### config.mk
export PLATFORM = sky130hd
export DESIGN_NAME = coproc_arbiter
export DESIGN_NICKNAME = d
export VERILOG_FILES = /design/src/rtl/coproc_arbiter.sv
export SDC_FILE = /design/constraint.sdc
export NUM_CORES = 1
export LEC_CHECK = 0
export ABC_AREA = 1
export BUFFER_PORTS_ARGS = -buffer_cell sky130_fd_sc_hd__buf_2
export CORE_UTILIZATION = 46
export CTS_CLUSTER_SIZE = 10
export DETAILED_ROUTE_END_ITERATION = 7
export PLACE_DENSITY = 0.85
export SYNTH_ARGS = -nofsm -noshare
export SYNTH_HDL_FRONTEND = slang
export SYNTH_SLANG_ARGS = --single-unit
### constraint.sdc
create_clock -name clk -period 4.22 [get_ports clk]
set_clock_uncertainty 0.15 [all_clocks]
set_input_delay 0.844 -clock clk [delete_from_list [all_inputs] [get_ports clk]]
set_output_delay 0.844 -clock clk [all_outputs]
set_load 0.01 [all_outputs]
### src/rtl/coproc_arbiter.sv
// Round-robin arbiter that shares one coprocessor unit among N_REQ requesters,
// with a per-job timeout that aborts a stalled coprocessor.
module coproc_arbiter #(
    parameter int N_REQ   = 4,
    parameter int OP_W    = 4,
    parameter int DATA_W  = 16,
    parameter int TIMEOUT = 255
) (
    input  logic                     clk,
    input  logic                     reset,
    input  logic [N_REQ-1:0]         req,
    input  logic [N_REQ*OP_W-1:0]    req_op,
    input  logic [N_REQ*DATA_W-1:0]  req_data,
    output logic [N_REQ-1:0]         gnt,
    output logic [N_REQ-1:0]         resp_valid,
    output logic [DATA_W-1:0]        resp_data,
    output logic                     resp_err,
    output logic                     cop_start,
    output logic [OP_W-1:0]          cop_op,
    output logic [DATA_W-1:0]        cop_data,
    input  logic                     cop_done,
    input  logic [DATA_W-1:0]        cop_result,
    output logic                     busy
);

    localparam int IDX_W = (N_REQ > 1) ? $clog2(N_REQ) : 1;
    localparam int CNT_W = (TIMEOUT > 0) ? $clog2(TIMEOUT + 1) : 1;

    typedef enum logic [1:0] {IDLE, ISSUE, WAIT, RESP} state_t;

    state_t             state;
    logic [IDX_W-1:0]   rr_ptr;
    logic [IDX_W-1:0]   idx;
    logic [IDX_W-1:0]   win;
    logic [IDX_W-1:0]   cand;
    logic [IDX_W:0]     sum;
    logic               found;
    logic [CNT_W-1:0]   cnt;
    logic [CNT_W-1:0]   cnt_inc;
    logic [IDX_W-1:0]   next_ptr;

    // Scan requesters starting at rr_ptr so the last winner ends up with lowest priority.
    always_comb begin
        win   = '0;
        found = 1'b0;
        sum   = '0;
        cand  = '0;
        for (int k = 0; k < N_REQ; k++) begin
            sum = {1'b0, rr_ptr} + (IDX_W+1)'(k);
            if (sum >= (IDX_W+1)'(N_REQ)) begin
                sum = sum - (IDX_W+1)'(N_REQ);
            end
            cand = sum[IDX_W-1:0];
            if (!found && req[cand]) begin
                win   = cand;
                found = 1'b1;
            end
        end
    end

    assign cnt_inc  = cnt + 1'b1;
    assign next_ptr = (idx == IDX_W'(N_REQ - 1)) ? '0 : idx + 1'b1;
    assign busy     = (state != IDLE);

    always_ff @(posedge clk or negedge reset) begin
        if (!reset) begin
            state      <= IDLE;
            rr_ptr     <= '0;
            idx        <= '0;
            cnt        <= '0;
            gnt        <= '0;
            resp_valid <= '0;
            resp_data  <= '0;
            resp_err   <= 1'b0;
            cop_start  <= 1'b0;
            cop_op     <= '0;
            cop_data   <= '0;
        end else begin
            case (state)
                IDLE: begin
                    if (|req) begin
                        idx       <= win;
                        gnt       <= N_REQ'(1) << win;
                        cop_op    <= req_op[int'(win)*OP_W +: OP_W];
                        cop_data  <= req_data[int'(win)*DATA_W +: DATA_W];
                        cop_start <= 1'b1;
                        state     <= ISSUE;
                    end
                end
                ISSUE: begin
                    cop_start <= 1'b0;
                    cnt       <= '0;
                    state     <= WAIT;
                end
                WAIT: begin
                    // A completion arriving on the timeout cycle still counts as success.
                    if (cop_done) begin
                        resp_data  <= cop_result;
                        resp_err   <= 1'b0;
                        resp_valid <= gnt;
                        state      <= RESP;
                    end else begin
                        cnt <= cnt_inc;
                        if (cnt_inc == CNT_W'(TIMEOUT)) begin
                            resp_data  <= '0;
                            resp_err   <= 1'b1;
                            resp_valid <= gnt;
                            state      <= RESP;
                        end
                    end
                end
                RESP: begin
                    resp_valid <= '0;
                    gnt        <= '0;
                    rr_ptr     <= next_ptr;
                    state      <= IDLE;
                end
                default: state <= IDLE;
            endcase
        end
    end

endmodule
==> metrics.md, run 1 <==
| Metric | Value |
|---|---|
| Syn_area_per_cell | `approximately 6.8 µm²` |
| Cell internal pwr | `about 1800 µW` |
| Final Slew Violations | `0` |
| Largest family of logic cells by synthesized area | `simple AND/OR/NAND/NOR gates` |
| Placed cells | `~770` |
| Die Span Y | `between 90 and 100 µm` |
| Initial Util | `a little under half` |
| Worst slew pin tran | `0.753 ns` |
| Syn Std Cell Area | `between 0.003 and 0.004 mm²` |
| Worst EP arrival | `a little over 3 ns` |
| CP required | `4.29 ns` |
| Routed vias | `around 3900` |
| Outcome | `finished clean` |
| # DRC | `0` |
| End of the worst register-to-register path | `cop_data[12]` |
| Post-Syn Instances | `534` |
| Setup bufs post-CTS | `0` |
| First-pass iteration count of the detailed router | `5` |
| Cell Count, Final, Fillers Out | `around 780` |
| Clk sinks | `60` |
| Post-DRT Antenna Nets | `0` |
| Root buf cell | `clkbuf_8` |
| Initial antenna violation count | `0` |
| Post-Route Setup TNS | `0 ns` |
| # IOs | `150` |
| Sequential element share of the synthesized area | `about 41%` |
| Sequential power share | `between 20% and 30%` |
| Clock tree from TritonCTS | `yes` |
| Post-synthesis xor/xnor area fraction | `between 1 and 1.5%` |
| Vias in the first global route | `roughly 3600` |
| Nets | `between 700 and 800` |
| Simple-gate share of the synthesized area | `between 40% and 50%` |
| Worst setup path start | `req[3]` |
| H-tree lvl count | `3` |
| Setup CP Type | `in2reg` |
| Proportion of layout cells with a drive suffix above 1 | `between 20% and 30%` |
| Post-synthesis adder-cell area fraction | `2.74%` |
| Post-synthesis compound-gate area fraction | `approximately 4.0%` |
| Most used cell, CP | `nand2_1` |
| MaxCap Viol Count | `0` |
| First-pass GRT wire length | `roughly 17 mm` |
| Clock-pin slew on the worst setup and hold paths | `0.06 ns` |
| CTS Buf Count | `9` |
| CTS max path bufs | `2` |
| Leak pwr | `approximately 0.0027 µW` |
| Sw Pwr | `between 1500 and 2000 µW` |
| Tcrit/Tclk final | `70.1%` |
| R2r startpoint | `rr_ptr[0]` |
| Power Density | `approximately 800 mW/mm²` |
| Crit path to | `cop_data[12]` |
| # diodes | `0` |
| Worst slew margin | `approximately 50%` |
| Comb power frac | `between 60% and 70%` |
| Final setup vio count | `0` |
| Sw Share | `between 50% and 60%` |
| Fin crit period | `2.96 ns` |
| Largest net degree at the start of global routing | `44` |
| Mux cell area share after synthesis | `0%` |
| Final GP Congestion | `around 0.9` |
| Post-Synthesis Net Count | `roughly 650` |
| Hold-fix buffers, CTS | `0` |
| Post-cts sizing count | `0` |
| Reg2Reg Setup Slack | `between 1 and 1.5 ns` |
| Die extent in x | `approximately 91 µm` |
| CP Max Fanout | `between 40 and 50` |
| Critical Path Start Type | `input pin` |
| Clk_lat worst skew | `approximately 0.33 ns` |
| Min-Delay Path Class | `reg2reg` |
| RSZ-0062 raised after global routing | `no` |
| Ys Warns | `0` |
| Clock share of power | `about an eighth` |
| Yosys cell types | `32` |
| Hold WS | `between 0.3 and 0.4 ns` |
| Avg Vias per Cell | `~5.0` |
| P&R area growth vs syn | `25.5%` |
| DR WL/cell | `approximately 13 µm` |
| Port-buffer cells | `approximately 150` |
| Total GRT Usage | `25.5%` |
| Detailed Route Iter0 Violations | `~280` |
| Critical Path Slowest Stage Cell | `nand2_2` |
| FF-to-FF path depth | `15` |
| Remaining global-route overflow | `0` |
| Highest Clock Rate | `around 340 MHz` |
| CP max stage delay | `between 0.5 and 0.6 ns` |
| Core ar. | `around 0.0077 mm²` |
| Die area | `around 0.0083 mm²` |
| Crit-path cells | `buf_2 > inv_1 > o21ai_1 > nand2_1 > nand2_2 > nand2_1 > nand2_1 > nand2_1 > nand2_2 > nand2_4 > nand2_1 > nand2_1 > nand2_1 > nand2_1 > nand2_1 > nand2_1` |
| Max VDD drop | `approximately 0.4 mV` |
| #FFs+latches synth | `60` |
| Setup crit end kind | `flip-flop` |
| Final WL | `roughly 10 mm` |
| Rows | `32` |
| Hold Vio Cnt, Final | `0` |
| DP HPWL | `7.52 mm` |
[cell usage in the layout (no fill, tap or decap), drive strengths merged, types with 7 or more instances in the layout]
cell type | synthesis | final
buf | 18 | 154
clkbuf | 7 | 13
dfrtp | 60 | 60
ha | 8 | 8
inv | 29 | 29
nand2 | 294 | 294
nand3 | 69 | 69
nand4 | 7 | 7
nor2 | 9 | 9
o21ai | 15 | 15
[registers in the layout, summed over array words and instances (netlist names)]
register,count
cnt,8
gnt,4
rr_ptr,2
resp_err,1
state,2
cop_data,16
resp_data,16
cop_start,1
idx,2
resp_valid,4
cop_op,4
[per-stage QoR]
step,cell area (µm²),utilization [%],setup WS (ns),power [µW]
6_report,4580,59.6,1.26,3650
5_1_grt,4580,59.6,0.946,4030
4_1_cts,4580,59.6,1.30,3660
3_5_place_dp,4410,57.3,0.943,3180
3_3_place_gp,4410,57.3,1.06,3110
2_1_floorplan,3650,-,2.04,2670
[layout make-up]
type / instances / area, µm²
clock buffer: 13 / 169
fill: 754 / 3100
tap: 102 / 128
sequential: 60 / 1500
timing repair buffer: 154 / 783
inverter: 30 / 118
clock inverter: 1 / 7.51
multi-input combinational: 419 / 1880
[how the worst min path moves through the flow]
stage | cells past startpoint | from | end
finish | 2 | resp_valid[2] | resp_valid[2]
global route | 2 | resp_valid[2] | resp_valid[2]
CTS | 2 | resp_valid[2] | resp_valid[2]
detailed placement | 2 | resp_valid[0] | resp_valid[0]
global placement | 2 | resp_valid[2] | resp_valid[2]
floorplan | 2 | idx[1] | idx[1]
[cell families (layout without fill, tap and decap cells)]
family	count (synthesis)	count (layout)
fa+ha+maj	8	8
simple gates	382	382
buf+inv	55	198
compound gates	24	24
xor+xnor	5	5
flops	60	60
[cell usage after synthesis]
cell type  instances  area [µm²]
ha_1               8         100
o21ai_0           11        55.1
inv_6              1        8.76
a21oi_1            1        5.00
o22ai_1            6        37.5
a21oi_4            1        16.3
and2_4             1        8.76
nor2_2             1        6.26
nand2_4            1        11.3
nor2_1             7        26.3
o21ai_1            3        15.0
buf_2             11        55.1
nand2_1          288        1080
nand4_1            6        37.5
inv_2              6        22.5
buf_4              1        7.51
dfrtp_1           60        1500
nand2_2            5        31.3
nor4_1             1        6.26
nor2_4             1        11.3
o31ai_1            1        7.51
nor3_1             1        5.00
nand3_1           68         340
nand4_2            1        12.5
xnor2_1            1        8.76
clkinv_1           1        3.75
buf_6              6        67.6
xor2_1             4        35.0
clkbuf_1           7        26.3
nand3_2            1        10.0
o21ai_2            1        8.76
inv_1             22        82.6
[metal layers]
layer  global-route usage [%]  routed length (µm)  part of all wire [%]
met1                     30.5                4220                    42
met2                     44.6                4950                    49
met3                     6.87                 728                   7.2
met4                     7.94                 261                   2.6
met5                        0                   0                     0
[worst max-delay path, delay by kind of cell]
family	cells	cell delay [ns]
buf+inv	2	0.14
simple gates	13	1.85
compound gates	1	0.19
[power groups by stage]
stage               registers [µW]  logic (µW)  clock network, µW
finish                         980        2210                465
CTS                            981        2210                477
floorplan                     1040        1620                  0
global route                  1010        2520                499
global placement               978        2130                  0
detailed placement             982        2200                  0
(Power assumes the default switching activity.)
==> inputs of run 2 (changes only) <==
--- a/config.mk
+++ b/config.mk
@@ -5,12 +5,12 @@
 export SDC_FILE = /design/constraint.sdc
 export NUM_CORES = 1
 export LEC_CHECK = 0
-export ABC_AREA = 1
+export ABC_AREA = 0
 export BUFFER_PORTS_ARGS = -buffer_cell sky130_fd_sc_hd__buf_2
 export CORE_UTILIZATION = 46
 export CTS_CLUSTER_SIZE = 10
 export DETAILED_ROUTE_END_ITERATION = 7
-export PLACE_DENSITY = 0.85
+export PLACE_DENSITY = 0.86
 export SYNTH_ARGS = -nofsm -noshare
 export SYNTH_HDL_FRONTEND = slang
 export SYNTH_SLANG_ARGS = --single-unit
==> constraint.sdc (replaced) <==
create_clock -name clk -period 2.77 [get_ports clk]
set_clock_uncertainty 0.15 [all_clocks]
set_input_delay 0.554 -clock clk [delete_from_list [all_inputs] [get_ports clk]]
set_output_delay 0.554 -clock clk [all_outputs]
set_load 0.01 [all_outputs]
==> metrics.md, run 2 <==
| Metric | Value |
|---|---|
| Outcome | `finished clean` |
| Clock-pin slew on the worst setup and hold paths | `approximately 0.060 ns` |
| Final WL | `9.13 mm` |
| Crit-path cells | `or3b_2 > o221ai_4 > inv_1 > a2111oi_0 > a211oi_1` |
| RSZ-0062 raised after global routing | `no` |
| Critical Path Start Type | `flip-flop` |
| Stages on worst setup path | `5` |
| Post-DRT Antenna Nets | `0` |
| CP max stage delay | `between 0.6 and 0.7 ns` |
| CP Max Fanout | `21` |
| EDFF count, synth | `0` |
| Hold-fix buffers, CTS | `0` |
| Fill cells | `between 600 and 700` |
| Final GP Congestion | `around 0.87` |
| Die area | `0.00799 mm²` |
| Total GRT Usage | `between 20% and 30%` |
| DR WL/cell | `14.9 µm` |
| Top cell type's share of synthesized area | `42.7%` |
| CTS max path bufs | `2` |
| P&R area growth vs syn | `28.6%` |
| # diodes | `0` |
| Initial antenna violation count | `0` |
| Post-cts sizing count | `0` |
| Port-buffer cells | `around 150` |
| DP HPWL | `6.96 mm` |
| H-tree lvl count | `3` |
| Commonest non-fill, non-tap cell in the layout | `buf_2` |
| Remaining global-route overflow | `0` |
| Syn Std Cell Area | `0.00351 mm²` |
| Fin crit period | `~2.4 ns` |
| R2r startpoint | `rr_ptr[1]` |
| Max VDD drop | `~0.62 mV` |
| Crit path to | `cop_data[2]` |
| Min-Delay Path Class | `in2async` |
| Final setup vio count | `0` |
| # DRC | `0` |
| Vias in the first global route | `just over 3000` |
| Multi-input gate area | `0.00181 mm²` |
| Initial Util | `between 40% and 50%` |
| Most frequent cells after synthesis | `60 x dfrtp_1, 32 x o21ai_0, 30 x mux2i_1` |
| Post-Synthesis Net Count | `approximately 480` |
| Count leader, synth | `dfrtp_1` |
| FF-to-FF path depth | `5` |
| Setup crit end kind | `flip-flop` |
| Worst EP arrival | `between 2 and 2.5 ns` |
| Largest area contributor in the netlist | `dfrtp_1` |
| Biggest registers after layout | `cop_data x16, resp_data x16, cnt x8` |
| Highest Clock Rate | `slightly above 400 MHz` |
| CP required | `2.80 ns` |
| Fin area | `approximately 0.0045 mm²` |
| Critical Path Slowest Stage Cell | `a2111oi_0` |
| Die Span Y | `89.4 µm` |
| CTS Buf Count | `9` |
| Met3 WL | `between 600 and 700 µm` |
| DRT met1 WL | `around 3.8 mm` |
| Die extent in x | `89.4 µm` |
| Tcrit/Tclk final | `between 80% and 90%` |
| Power Density | `roughly 970 mW/mm²` |
| Root buf cell | `clkbuf_8` |
| Nets | `just over 600` |
| Yosys cell types | `between 40 and 50` |
| First-pass iteration count of the detailed router | `4` |
| WL met2 | `around 4.7 mm` |
| Clk sinks | `60` |
| Rows | `31` |
| Ys flop type | `dfrtp_1` |
| Worst setup path start | `rr_ptr[1]` |
| First-pass GRT wire length | `about 15 mm` |
| Clk_lat worst skew | `roughly 0.33 ns` |
| Synth area leaders | `dfrtp_1 43%, mux2i_1 8.5%, a2111oi_0 5.0%` |
| Leak pwr | `around 0.0022 µW` |
| Post-Syn Instances | `approximately 370` |
| Setup bufs post-CTS | `0` |
| Core ar. | `0.00733 mm²` |
| Ys Warns | `0` |
| Hold Vio Cnt, Final | `0` |
| Sequential element share of the synthesized area | `a little over two fifths` |
| Buffers & Inverters on Critical Path | `1` |
| Detailed Route Iter0 Violations | `132` |
| Syn_area_per_cell | `9.57 µm²` |
| Reg2Reg Setup Slack | `0.32 ns` |
| End of the worst register-to-register path | `cop_data[2]` |
| Largest net degree at the start of global routing | `32` |
| Worst slew pin tran | `between 0.6 and 0.7 ns` |
| Worst slew margin | `between 50% and 60%` |
| Proportion of layout cells with a drive suffix above 1 | `between 30% and 40%` |
| Setup CP Type | `reg2reg` |
| Crit-path leading delay family | `compound AO/OA/AOI/OAI gates` |
| #FFs+latches synth | `60` |
| MaxCap Viol Count | `0` |
| Avg Vias per Cell | `5.49` |
| Placed cell area | `0.00436 mm²` |
| Highest metal used | `met4` |
| Clock tree from TritonCTS | `yes` |
| Synth async-reset ratio | `between 90% and 100%` |
| Commonest cells after routing, fill and taps aside | `149 x buf_2, 60 x dfrtp_1, 32 x o21ai_0` |
| Routed vias | `about 3400` |
| FF/Latch Area | `~0.0015 mm²` |
| Final Slew Violations | `0` |
| # IOs | `150` |
| Post-Route Setup TNS | `0 ns` |
-- run 2: worst min path at each step --
stage | from | endpoint | slack (ns)
2_1_floorplan | reset | cnt[0] | 0.11
3_3_place_gp | idx[1] | idx[1] | 0.32
3_5_place_dp | idx[1] | idx[1] | 0.34
4_1_cts | reset | resp_data[15] | 0.12
5_1_grt | reset | resp_data[14] | 0.17
6_report | reset | resp_data[14] | 0.11
-- run 2: logic make-up after synthesis --
family / after synthesis / share of synthesized area, %
AO/OA/AOI/OAI: 113 / 23.0
multiplexers: 32 / 9.19
XOR/XNOR: 2 / 0.499
buffers and inverters: 49 / 6.34
flip-flops: 60 / 42.7
AND/OR/NAND/NOR: 103 / 15.3
adder cells (fa/ha/maj): 8 / 2.85
-- run 2: area by class of cell --
| class | instances | share of cell area [%] |
|---|---|---|
| Timing Repair Buffer | 161 | 18.8 |
| Clock inverter | 2 | 0.277 |
| Inverter | 22 | 1.83 |
| Multi-Input combinational cell | 258 | 40.0 |
| Clock buffer | 12 | 3.21 |
| Sequential cell | 60 | 33.2 |
| Tap cell | 99 | 2.74 |
-- run 2: stage by stage --
step / std cells / hold WS [ns] / utilization, % / total power (µW) / setup slack (ns)
after floorplan: 367 / 0.108 / - / 2980 / 0.540
after global placement: 600 / 0.319 / 59.5 / 3640 / 0.371
after detailed placement: 600 / 0.344 / 59.5 / 3760 / 0.146
after CTS: 614 / 0.118 / 61.6 / 4420 / 0.330
after global routing: 614 / 0.165 / 61.6 / 4780 / 0.153
final: 614 / 0.112 / 61.6 / 4390 / 0.321
-- run 2: power by group --
part	total, µW	leakage [µW]	internal (µW)	switching [µW]
registers	1510	0.000707	1240	263
logic	2240	0.00139	999	1240
clock network	650	0.0000783	338	313
-- run 2: routing by layer --
layer,track usage (%),up-vias
met2,41.8,146
met5,0,-
li1,-,1627
met4,5.92,0
met1,29.2,1585
met3,7.02,10
==> inputs of run 3 (changes only) <==
--- a/config.mk
+++ b/config.mk
@@ -5,12 +5,12 @@
 export SDC_FILE = /design/constraint.sdc
 export NUM_CORES = 1
 export LEC_CHECK = 0
-export ABC_AREA = 0
+export ABC_AREA = 1
 export BUFFER_PORTS_ARGS = -buffer_cell sky130_fd_sc_hd__buf_2
 export CORE_UTILIZATION = 46
 export CTS_CLUSTER_SIZE = 10
 export DETAILED_ROUTE_END_ITERATION = 7
-export PLACE_DENSITY = 0.86
+export PLACE_DENSITY = 0.85
 export SYNTH_ARGS = -nofsm -noshare
 export SYNTH_HDL_FRONTEND = slang
 export SYNTH_SLANG_ARGS = --single-unit
==> metrics.md, run 3 (same netlist as run 1, synthesis figures left out) <==
| Metric | Value |
|---|---|
| Clock tree from TritonCTS | `yes` |
| Vias in the first global route | `3700` |
| CTS Buf Count | `9` |
| Die area | `0.00830 mm²` |
| CTS max path bufs | `2` |
| Die extent in x | `between 90 and 100 µm` |
| DP Worst Slack | `0.235 ns` |
| H-tree lvl count | `3` |
| Sequential power share | `roughly a quarter` |
| First-pass GRT wire length | `16.7 mm` |
| Outcome | `finished clean` |
| P&R area growth vs syn | `26.8%` |
| Worst EP arrival | `2.57 ns` |
| Post-DRT Antenna Nets | `0` |
| # IOs | `150` |
| Leak pwr | `between 0.002 and 0.003 µW` |
| Final setup vio count | `0` |
| Largest net degree at the start of global routing | `between 40 and 50` |
| Detailed Route Iter0 Violations | `155` |
| Tcrit/Tclk final | `between 90% and 100%` |
| First-pass iteration count of the detailed router | `4` |
| Fill cells | `715` |
| CP required | `around 2.8 ns` |
| Worst Slack Setup Final | `around 0.27 ns` |
| CP Max Fanout | `24` |
| Max VDD drop | `around 0.74 mV` |
| DR WL/cell | `13.0 µm` |
| Rows | `32` |
| Total GRT Usage | `about 25%` |
| Critical Path Start Type | `flip-flop` |
| Fin crit period | `approximately 2.5 ns` |
| Power Density | `1230 mW/mm²` |
| Clk_lat worst skew | `about 0.34 ns` |
| Post-cts sizing count | `0` |
| Clock-pin slew on the worst setup and hold paths | `approximately 0.07 ns` |
| Routed vias | `approximately 4000` |
| Worst slew margin | `between 50% and 60%` |
| Setup CP Type | `reg2reg` |
| Sw Share | `between 50 and 60%` |
| # diodes | `0` |
| Highest Clock Rate | `400 MHz` |
| Cell internal pwr | `between 2000 and 3000 µW` |
| Commonest non-fill, non-tap cell in the layout | `nand2_1` |
| Post-Route Setup TNS | `0 ns` |
| Initial antenna violation count | `0` |
| Port-buffer cells | `149` |
| Min-Delay Path Class | `in2async` |
| MaxCap Viol Count | `0` |
| Sw Pwr | `approximately 2800 µW` |
| RSZ-0062 raised after global routing | `no` |
| Core ar. | `roughly 0.0077 mm²` |
| # DRC | `0` |
| Remaining global-route overflow | `0` |
| Final WL | `10.2 mm` |
| Hold Vio Cnt, Final | `0` |
| Commonest cells after routing, fill and taps aside | `288 x nand2_1, 149 x buf_2, 68 x nand3_1` |
| Root buf cell | `clkbuf_8` |
| Avg Vias per Cell | `between 5 and 6` |
| Nets | `786` |
| Setup crit end kind | `flip-flop` |
| Final GP Congestion | `slightly below 0.9` |
| Proportion of layout cells with a drive suffix above 1 | `~28%` |
| Clock share of power | `between 10 and 15%` |
| DP HPWL | `7.61 mm` |
| Die Span Y | `between 90 and 100 µm` |
| Worst slew pin tran | `0.646 ns` |
| Hold-fix buffers, CTS | `0` |
| Initial Util | `47.5%` |
| Setup bufs post-CTS | `0` |
| Clk sinks | `60` |
| FF-to-FF path depth | `14` |
| Biggest registers after layout | `cop_data x16, resp_data x16, cnt x8` |
| Comb power frac | `~60%` |
| Final Slew Violations | `0` |
[run 3: changes by cell type in the layout (fill, tap and decap cells not counted), moves of 7 or more]
cell and change:
nor2_1 -22, and2_1 -22, mux2i_1 -30, o21ai_0 -21
a2111oi_0 -20, a2bb2oi_1 -19, nand2_1 +271, a21oi_1 -7
nand3_1 +61, a211oi_1 -20
[run 3: metrics by stage]
stage / util, % / cell area, µm² / hold WS (ns) / instances / total power [µW]
global route: 60.2 / 4630 / 0.116 / 782 / 6250
global placement: 57.6 / 4430 / 0.299 / 766 / 4770
floorplan: - / 3650 / 0.108 / 534 / 4060
detailed placement: 57.6 / 4430 / 0.304 / 766 / 4880
CTS: 60.2 / 4630 / 0.0925 / 782 / 5710
finish: 60.2 / 4630 / 0.0852 / 782 / 5690
[run 3: critical path, stage by stage (launching register included)]
cell and delay [ns]:
dfrtp_1 0.52, inv_6 0.14, nand2_1 0.06, nand2_2 0.09, nand2_1 0.07, nand2_2 0.10
inv_2 0.06, nand2_1 0.10, nor2_2 0.06, nor2_4 0.42, inv_2 0.30, nand2_1 0.17
nand2_1 0.06, nand2_1 0.05, nand2_1 0.05
[run 3: worst paths after layout]
check	from	end	slack (ns)
setup / recovery	rr_ptr[0]	cop_data[15]	0.27
min in group clk	cop_result[3]	resp_data[3]	0.27
max in group asynchronous	reset	resp_data[8]	1.77
setup reg to reg	rr_ptr[0]	cop_data[15]	0.27
hold / removal	reset	idx[0]	0.09
hold reg to reg	resp_valid[2]	resp_valid[2]	0.32
[run 3: power by group through the flow]
stage	combinational, µW	clock [µW]	sequential [µW]
after floorplan	2470	0	1590
after global placement	3290	0	1480
after detailed placement	3400	0	1490
after CTS	3410	813	1480
after global routing	3870	855	1530
final	3400	801	1490
[run 3: cell type report]
cell class / instances / area, µm² / area share [%]
timing repair buffer: 155 / 803 / 17.4
sequential: 60 / 1500 / 32.4
inverter: 30 / 118 / 2.54
clock buffer: 12 / 155 / 3.35
multi-input combinational: 419 / 1880 / 40.5
tap: 102 / 128 / 2.76
clock inverter: 4 / 47.5 / 1.03
[run 3: metal layers]
layer | GRT usage (%) | share of wire [%]
met3 | 7.29 | 6.9
met1 | 30.1 | 39
met4 | 8.73 | 2.4
met2 | 44.1 | 51
met5 | 0 | 0
